--- config.mk ---
export PLATFORM = sky130hd
export DESIGN_NAME = btn_conditioner
export DESIGN_NICKNAME = d
export VERILOG_FILES = /design/src/rtl/btn_pkg.sv /design/src/rtl/btn_channel.sv /design/src/rtl/btn_conditioner.sv
export SDC_FILE = /design/constraint.sdc
export NUM_CORES = 1
export LEC_CHECK = 0
export CELL_PAD_IN_SITES_DETAIL_PLACEMENT = 1
export CELL_PAD_IN_SITES_GLOBAL_PLACEMENT = 1
export CORE_ASPECT_RATIO = 1.2
export CORE_MARGIN = 2
export CORE_UTILIZATION = 49
export CTS_CLUSTER_DIAMETER = 40
export CTS_CLUSTER_SIZE = 16
export DETAILED_ROUTE_END_ITERATION = 12
export PLACE_DENSITY_LB_ADDON = 0.1
export SLEW_MARGIN = 20
export SYNTH_ARGS = -nofsm -noshare
export SYNTH_HDL_FRONTEND = slang
export SYNTH_SLANG_ARGS = --single-unit
--- constraint.sdc ---
create_clock -name clk -period 4.8 [get_ports clk]
set_input_delay 0.96 -clock clk [delete_from_list [all_inputs] [get_ports clk]]
set_output_delay 0.96 -clock clk [all_outputs]
set_load 0.02 [all_outputs]
--- src/rtl/btn_pkg.sv ---
// btn_pkg: shared definitions for the button conditioner.
//   - default parameter values for btn_conditioner / btn_channel
//   - per-channel FSM state encoding (2 bits)
//   - cnt_width(): counter width able to hold 0..limit-1
package btn_pkg;

    localparam int DEF_N_CH          = 5;
    localparam int DEF_DB_CYCLES     = 16;
    localparam int DEF_LONG_CYCLES   = 1000;
    localparam int DEF_REPEAT_CYCLES = 250;

    typedef enum logic [1:0] {
        ST_IDLE   = 2'd0,
        ST_DOWN   = 2'd1,
        ST_LONG   = 2'd2,
        ST_REPEAT = 2'd3
    } btn_state_t;

    function automatic int cnt_width(input int limit);
        return (limit > 2) ? $clog2(limit) : 1;
    endfunction

endpackage

--- src/rtl/btn_channel.sv ---
// btn_channel: one push-button channel.
//   2-flop synchroniser, debounce counter, press/hold FSM with hold and
//   auto-repeat period counters. All outputs are registered.
// Ports:
//   clk, rst        system clock, synchronous active-high reset
//   pb_in           raw asynchronous button level
//   repeat_en       auto-repeat enable, sampled every cycle
//   level           debounced level
//   press           one-cycle pulse when level rises
//   release_pulse   one-cycle pulse when level falls
//   long_press      one-cycle pulse when the hold reaches LONG_CYCLES
//   repeat_pulse    one-cycle pulse every REPEAT_CYCLES after long_press
//
// state     | meaning
// ----------+------------------------------------------------------
// ST_IDLE   | debounced level low
// ST_DOWN   | pressed, hold counter running toward long_press
// ST_LONG   | long press reached, repeat disabled, silent
// ST_REPEAT | long press reached, period counter emitting repeats
module btn_channel
    import btn_pkg::*;
#(
    parameter int DB_CYCLES     = DEF_DB_CYCLES,
    parameter int LONG_CYCLES   = DEF_LONG_CYCLES,
    parameter int REPEAT_CYCLES = DEF_REPEAT_CYCLES
) (
    input  logic clk,
    input  logic rst,
    input  logic pb_in,
    input  logic repeat_en,
    output logic level,
    output logic press,
    output logic release_pulse,
    output logic long_press,
    output logic repeat_pulse
);

    localparam int DW = cnt_width(DB_CYCLES);
    localparam int HW = cnt_width(LONG_CYCLES);
    localparam int PW = cnt_width(REPEAT_CYCLES);

    localparam logic [DW-1:0] DB_MAX   = DW'(DB_CYCLES - 1);
    localparam logic [HW-1:0] HOLD_MAX = HW'(LONG_CYCLES - 1);
    localparam logic [PW-1:0] PER_MAX  = PW'(REPEAT_CYCLES - 1);

    logic          sync1, sync2;
    logic [DW-1:0] db_cnt;
    logic          toggle, rise, fall;

    btn_state_t    state, state_n;
    logic [HW-1:0] hold, hold_n;
    logic [PW-1:0] period, period_n;
    logic          long_n, rpt_n;

    // Level flips on the edge where the counter has already seen
    // DB_CYCLES-1 mismatching cycles and the mismatch is still present.
    assign toggle = (sync2 != level) && (db_cnt == DB_MAX);
    assign rise   = toggle & ~level;
    assign fall   = toggle & level;

    always_ff @(posedge clk) begin
        if (rst) begin
            sync1         <= 1'b0;
            sync2         <= 1'b0;
            db_cnt        <= '0;
            level         <= 1'b0;
            press         <= 1'b0;
            release_pulse <= 1'b0;
            long_press    <= 1'b0;
            repeat_pulse  <= 1'b0;
            state         <= ST_IDLE;
            hold          <= '0;
            period        <= '0;
        end else begin
            sync1 <= pb_in;
            sync2 <= sync1;
            if (toggle) begin
                level  <= ~level;
                db_cnt <= '0;
            end else if (sync2 != level) begin
                db_cnt <= db_cnt + 1'b1;
            end else begin
                db_cnt <= '0;
            end
            press         <= rise;
            release_pulse <= fall;
            long_press    <= long_n;
            repeat_pulse  <= rpt_n;
            state         <= state_n;
            hold          <= hold_n;
            period        <= period_n;
        end
    end

    always_comb begin
        state_n  = state;
        hold_n   = hold;
        period_n = period;
        long_n   = 1'b0;
        rpt_n    = 1'b0;
        if (fall) begin
            // release takes priority over any long/repeat pulse due now
            state_n  = ST_IDLE;
            hold_n   = '0;
            period_n = '0;
        end else begin
            case (state)
                ST_IDLE: begin
                    if (rise) begin
                        state_n = ST_DOWN;
                        hold_n  = '0;
                    end
                end
                ST_DOWN: begin
                    if (hold == HOLD_MAX) begin
                        long_n   = 1'b1;
                        period_n = '0;
                        state_n  = repeat_en ? ST_REPEAT : ST_LONG;
                    end else begin
                        hold_n = hold + 1'b1;
                    end
                end
                ST_LONG: begin
                    if (repeat_en) begin
                        state_n  = ST_REPEAT;
                        period_n = '0;
                    end
                end
                ST_REPEAT: begin
                    if (!repeat_en) begin
                        state_n = ST_LONG;
                    end else if (period == PER_MAX) begin
                        rpt_n    = 1'b1;
                        period_n = '0;
                    end else begin
                        period_n = period + 1'b1;
                    end
                end
                default: state_n = ST_IDLE;
            endcase
        end
    end

endmodule

--- src/rtl/btn_conditioner.sv ---
// btn_conditioner: N_CH independent push-button conditioners.
// Ports (all N_CH wide except clk/rst):
//   clk, rst        system clock, synchronous active-high reset
//   pb_in           raw asynchronous button levels
//   repeat_en       per-channel auto-repeat enable
//   level           debounced levels
//   press           press pulses
//   release_pulse   release pulses
//   long_press      long-press pulses
//   repeat_pulse    auto-repeat pulses
module btn_conditioner
    import btn_pkg::*;
#(
    parameter int N_CH          = DEF_N_CH,
    parameter int DB_CYCLES     = DEF_DB_CYCLES,
    parameter int LONG_CYCLES   = DEF_LONG_CYCLES,
    parameter int REPEAT_CYCLES = DEF_REPEAT_CYCLES
) (
    input  logic            clk,
    input  logic            rst,
    input  logic [N_CH-1:0] pb_in,
    input  logic [N_CH-1:0] repeat_en,
    output logic [N_CH-1:0] level,
    output logic [N_CH-1:0] press,
    output logic [N_CH-1:0] release_pulse,
    output logic [N_CH-1:0] long_press,
    output logic [N_CH-1:0] repeat_pulse
);

    for (genvar i = 0; i < N_CH; i++) begin : g_ch
        btn_channel #(
            .DB_CYCLES     (DB_CYCLES),
            .LONG_CYCLES   (LONG_CYCLES),
            .REPEAT_CYCLES (REPEAT_CYCLES)
        ) u_ch (
            .clk           (clk),
            .rst           (rst),
            .pb_in         (pb_in[i]),
            .repeat_en     (repeat_en[i]),
            .level         (level[i]),
            .press         (press[i]),
            .release_pulse (release_pulse[i]),
            .long_press    (long_press[i]),
            .repeat_pulse  (repeat_pulse[i])
        );
    end

endmodule
==> flow_summary.ini, run 1 <==
[sta]
drv_slew = 0
tightest_slew_ps = 981
max_freq_mhz = 411
setup_tns_ps = 0
finClkSkew_ps = 6.74
hold_viol = 0
fin_crit_ps = 2430
rsz0062_at_grt = no
slew_headroom = 0.345
period_share = 0.506
setup_viol_count_final = 0
whs_ps = 440

[synthesis]
synth_area_mm2 = 0.00730
yosysWarnings = 0
ys_types = 62
syn_nets = 915
synth_seq_cells = 155
synth_async_sr_flop_share = 0
syn_inst = 883
synth_edf_count = 0
yosys_most_used_dff = dfxtp_1
synth_seq_area_share = 0.425
synth.avg_cell_area_um2 = 8.27

[critical_path]
max_stage_delay_ps = 640
critPathLaunchType = flip-flop
timing.rr.end = g_ch[1].u_ch.period[4]$_SDFFE_PP0P_
critPathRequiredTime_ps = 3840
reg2reg_from = g_ch[1].u_ch.hold[0]$_SDFFE_PP0P_
worstPathMaxFanout = 5
crit_chain = clkdlybuf4s50_1
crit_path_end_kind = primary output
cp_slowest_cell = clkdlybuf4s50_1
worstSetupPathType = flip-flop to primary output
r2r_setup_slack_ps = 2510
crit_family = buffers and inverters
arrival_ps = 1470
rr_worst_depth = 6
critPathBufInv = 1

[global_routing]
grt_max_degree = 38
grt_pass1_wl_um = 30600
track_usage = 0.237
grt_pass1_vias = 6572
grt_overflow = 0
antenna_found_initial = 0

[placed_design]
dp_hpwl_um = 12500
portBuffers = 36
place_congestion = 0.859

[detailed_routing]
routed_wirelength_um = 18200
routed-via-count = 6484
maxUsedRoutingLayer = met4
wl_met3_um = 552
antenna_left = 0
met1_length_um = 7810
dr.pass1.iters = 4
via_per_inst = 5.92
drc = 0
drt_iter0_drc = 277
wl_met2_um = 9450
route.detailed.wl_per_inst_um = 16.6

[layout]
fillers = 1719
multi_input_area_mm2 = 0.00381
final_common_cell = dfxtp_1
drive_gt1_frac = 0.0536
area_delta_synth_final_pct = 12.3
diodes = 0
fin_nets = 915
regArea_mm2 = 0.00310
final_cell_mix = dfxtp_1 (155), nor2_1 (125), a21oi_1 (76), nand2_1 (63), o21ai_0 (40)

[floorplan]
die-area_mm2 = 0.0159
rows = 48
die_w_um = 115
die_y_um = 138
initial_core_util = 0.504
coreArea_mm2 = 0.0145
pin_count = 37

[cts]
postCtsSetupRepairBufs = 0
clkLatencyLatePin_ps = 420
cts_tree = done
cts.clk_slew.worst_paths_ps = 60
cts_buffers = 17
cts_resized = 0
clockRootBuffer = clkbuf_16
cts_hold_buf = 0
htreeDepth = 4
cts.sinks = 155
clockBufferDepth = 2

[power_and_ir_drop]
worst_ir_drop_vdd_v = 0.000234
p_per_area_mw_per_mm2 = 328
leakage_nw = 2.89

[min_path]
min_to = g_ch[3].u_ch.sync2$_SDFF_PP0_
worstHoldStart = g_ch[3].u_ch.sync1$_SDFF_PP0_
hold_class = flip-flop to flip-flop
whs_path_depth = 1

[run]
max_cap_viol_count = 0

[outcome]
outcome = completed
==> layout make-up <==
class / instances / share of cell area
clock inverters: 8 / 0.0143
inverters: 17 / 0.00779
clock buffers: 23 / 0.0571
repair buffers: 39 / 0.0467
flip-flops and latches: 155 / 0.379
well taps: 200 / 0.0305
multi-input cells: 653 / 0.465
==> kinds of logic (layout without fill, tap and decap cells) <==
family / count (synthesis) / count (layout) / synth area share
AOI/OAI and AO/OA: 207 / 207 / 0.176
DFF: 155 / 155 / 0.425
muxes: 12 / 12 / 0.0166
and+or+nand+nor: 400 / 400 / 0.278
adders and majority gates: 20 / 20 / 0.0343
xor gates and xnor gates: 14 / 14 / 0.0168
buffers and inverters: 75 / 87 / 0.0531
==> power breakdown <==
group          internal [mW]  total, mW  switching, mW
logic                 0.0162     0.0442         0.0280
registers               1.29       1.29        0.00295
clock network          0.839       1.35          0.508
==> sequential cells by signal, indices dropped and copies added (netlist names) <==
signal,flops
g_ch.u_ch.level,5
g_ch.u_ch.period,40
g_ch.u_ch.hold,50
g_ch.u_ch.press,5
g_ch.u_ch.sync2,5
g_ch.u_ch.sync1,5
g_ch.u_ch.long_press,5
g_ch.u_ch.release_pulse,5
g_ch.u_ch.repeat_pulse,5
g_ch.u_ch.db_cnt,20
g_ch.u_ch.state,10
==> how the worst max path moves through the flow <==
stage | from | endpoint | cells after the start
finish | g_ch[2].u_ch.level$_SDFFE_PP0N_ | level[2] | 1
floorplan | repeat_en[3] | g_ch[3].u_ch.period[6]$_SDFFE_PP0P_ | 4
global route | g_ch[1].u_ch.hold[0]$_SDFFE_PP0P_ | g_ch[1].u_ch.period[4]$_SDFFE_PP0P_ | 6
CTS | g_ch[2].u_ch.level$_SDFFE_PP0N_ | level[2] | 1
detailed placement | rst | g_ch[2].u_ch.period[6]$_SDFFE_PP0P_ | 5
global placement | rst | g_ch[2].u_ch.repeat_pulse$_SDFF_PP0_ | 5
==> stage by stage <==
stage                     worst slack [ps]  power, mW  cells  utilization  instance area, µm²
after global placement                2100       1.36   1064        0.526                7610
after global routing                  2240       2.76   1095        0.566                8200
final                                 2370       2.69   1095        0.566                8200
after floorplan                       2740       1.35    883            -                7300
after CTS                             2340       2.71   1095        0.566                8200
after detailed placement              2010       1.37   1064        0.526                7610
==> cell usage after synthesis, types with 11 or more instances <==
cell / n / area share
ha_1: 20 / 0.034
nand3_1: 37 / 0.025
buf_4: 25 / 0.026
a211oi_1: 14 / 0.014
nand4_1: 13 / 0.011
nor3_1: 38 / 0.026
inv_1: 17 / 0.0087
nor2b_1: 19 / 0.016
a31oi_1: 23 / 0.020
and3_1: 16 / 0.014
and2_1: 12 / 0.010
o21ai_0: 40 / 0.027
nand2_1: 63 / 0.032
nor2_1: 125 / 0.064
or3_1: 12 / 0.010
mux2i_1: 11 / 0.015
nand2b_1: 14 / 0.012
clkbuf_1: 26 / 0.013
dfxtp_1: 155 / 0.43
a21oi_1: 76 / 0.052
==> layer usage <==
metal	vias up	GRT usage
li1	3161	-
met1	3193	0.274
met2	104	0.427
met3	26	0.0453
met4	0	0.0964
met5	-	0
No activity file was read; power rests on OpenSTA's default activity.
==> inputs of run 2 (changes only) <==
- CORE_UTILIZATION: 49 -> 41
- clock period: 4.8 -> 1.98 ns (I/O delays scaled with it)
==> run 2 against run 1 <==
Compared with the run above: largest power group unchanged; global-route usage shrank 2.9 points; critical endpoint is now g_ch[0].u_ch.hold[7]$_SDFFE_PP0P_; critical path type is now flip-flop to flip-flop; first-iteration DRC count shrank 6.5%; worst hold slack gained 1.5 ps.
==> flow_summary.ini, run 2 (synthesis gave the netlist of run 1 again) <==
[global_routing]
grt_pass1_vias = 6962
grt_max_degree = 23
grt_overflow = 0
track_usage = 0.208
antenna_found_initial = 0
grt_pass1_wl_um = 32800

[layout]
regMostFlops = g_ch.u_ch.hold
area_delta_synth_final_pct = 19.7
fin_nets = 970
final_common_cell = dfxtp_1
largest_registers = g_ch.u_ch.hold x50, g_ch.u_ch.period x40, g_ch.u_ch.db_cnt x20
final_cell_mix = dfxtp_1 (151), nor2_1 (124), a21oi_1 (76), nand2_1 (63), buf_4 (54)
diodes = 0
largest_reg_flops = 50
drive_gt1_frac = 0.123
final_util = 0.499

[detailed_routing]
route.detailed.wl_per_inst_um = 16.1
dr.pass1.iters = 6
routed-via-count = 6544
drt_iter0_drc = 259
via_per_inst = 5.59
drc = 0
antenna_left = 0
routed_wirelength_um = 18800

[min_path]
hold_class = flip-flop to flip-flop
min_to = g_ch[3].u_ch.sync2$_SDFF_PP0_
whs_path_depth = 1
worstHoldStart = g_ch[3].u_ch.sync1$_SDFF_PP0_

[sta]
tightest_slew_ps = 548
hold_viol = 0
rsz0062_at_grt = yes
setup_viol_count_final = 0
finClkSkew_ps = 10.8
period_share = 0.966
slew_headroom = 0.630
max_freq_mhz = 523
fin_crit_ps = 1910
drv_slew = 0

[run]
max_cap_viol_count = 0

[cts]
clkLatencyLatePin_ps = 430
clockRootBuffer = clkbuf_16
cts_tree = done
clockBufferDepth = 2
cts.clk_slew.worst_paths_ps = 60
cts_buffers = 17
htreeDepth = 4
postCtsSetupRepairBufs = 0
cts.sinks = 155

[critical_path]
reg2reg_from = g_ch[0].u_ch.hold[0]$_SDFFE_PP0P_
critPathBufInv = 1
crit_family = compound AO/OA/AOI/OAI gates
cp_slowest_cell = o41a_1
worstSetupPathType = flip-flop to flip-flop
cp-startpoint = g_ch[0].u_ch.hold[0]$_SDFFE_PP0P_
crit_chain = ha_1 > nand4b_1 > o41a_1 > buf_4 > nor2b_1 > a311oi_1
critPathLaunchType = flip-flop
r2r_setup_slack_ps = 70
critPathRequiredTime_ps = 2310
rr_worst_depth = 6
crit_path_end_kind = flip-flop
max_stage_delay_ps = 400
arrival_ps = 2240
timing.rr.end = g_ch[0].u_ch.hold[7]$_SDFFE_PP0P_
worstPathMaxFanout = 4

[placed_design]
portBuffers = 36
place_congestion = 0.817
dp_hpwl_um = 13600

[floorplan]
die-area_mm2 = 0.0189
die_y_um = 150
die_w_um = 126
initial_core_util = 0.417
rows = 53
pin_count = 37
coreArea_mm2 = 0.0175

[power_and_ir_drop]
worst_ir_drop_vdd_v = 0.000615
p_per_area_mw_per_mm2 = 747
power_mw = 6.52
leakage_nw = 3.18

[outcome]
outcome = completed
## run 2: cell type report
cell class	instances	area, µm²
clock buffers	21	470
clock inverters	11	119
fillers	2100	8770
inverters	17	63.8
multi-input cells	653	3860
flip-flops and latches	155	3110
well taps	220	275
repair buffers	94	846
## run 2: worst max path at each step
stage                     slack [ps]                                   to  depth (start not counted)
after global routing             -20    g_ch[0].u_ch.hold[7]$_SDFFE_PP0P_                          6
after global placement           -10  g_ch[3].u_ch.period[6]$_SDFFE_PP0P_                          5
after detailed placement         -30  g_ch[3].u_ch.period[2]$_SDFFE_PP0P_                          5
after floorplan                   10    g_ch[3].u_ch.hold[3]$_SDFFE_PP0P_                          7
final                             70    g_ch[0].u_ch.hold[7]$_SDFFE_PP0P_                          6
after CTS                         30  g_ch[1].u_ch.period[4]$_SDFFE_PP0P_                          6
## run 2: timing repair
action / 4_1_cts / 5_1_grt
hold endpoints to repair: 0 / 0
endpoints found under the setup margin: 0 / 17
gates resized for setup: 0 / 14
hold buffers: 0 / 0
## run 2: through the flow
step | setup TNS, ps | cell area (µm²) | setup WS [ps] | std cells | hold slack [ps]
global placement | -13.2 | 8110 | -13.2 | 1139 | 422
floorplan | 0 | 7310 | 11.0 | 883 | 414
finish | 0 | 8740 | 68.2 | 1171 | 441
CTS | 0 | 8690 | 32.5 | 1171 | 442
global route | -35.3 | 8740 | -19.8 | 1171 | 468
detailed placement | -49.8 | 8110 | -25.1 | 1139 | 433
## run 2: metal layers
layer,part of all wire,routed length [µm],track usage,up-vias
met3,0.017,312,0.0338,18
met1,0.44,8360,0.241,3194
li1,-,-,-,3269
met2,0.53,9930,0.389,63
met5,0,0,0,-
met4,0.012,233,0.0703,0
## run 2: power breakdown
part           internal, mW  switching [mW]  total (mW)
registers              3.13         0.00791        3.14
clock network          1.95            1.30        3.25
logic                0.0610          0.0725       0.133
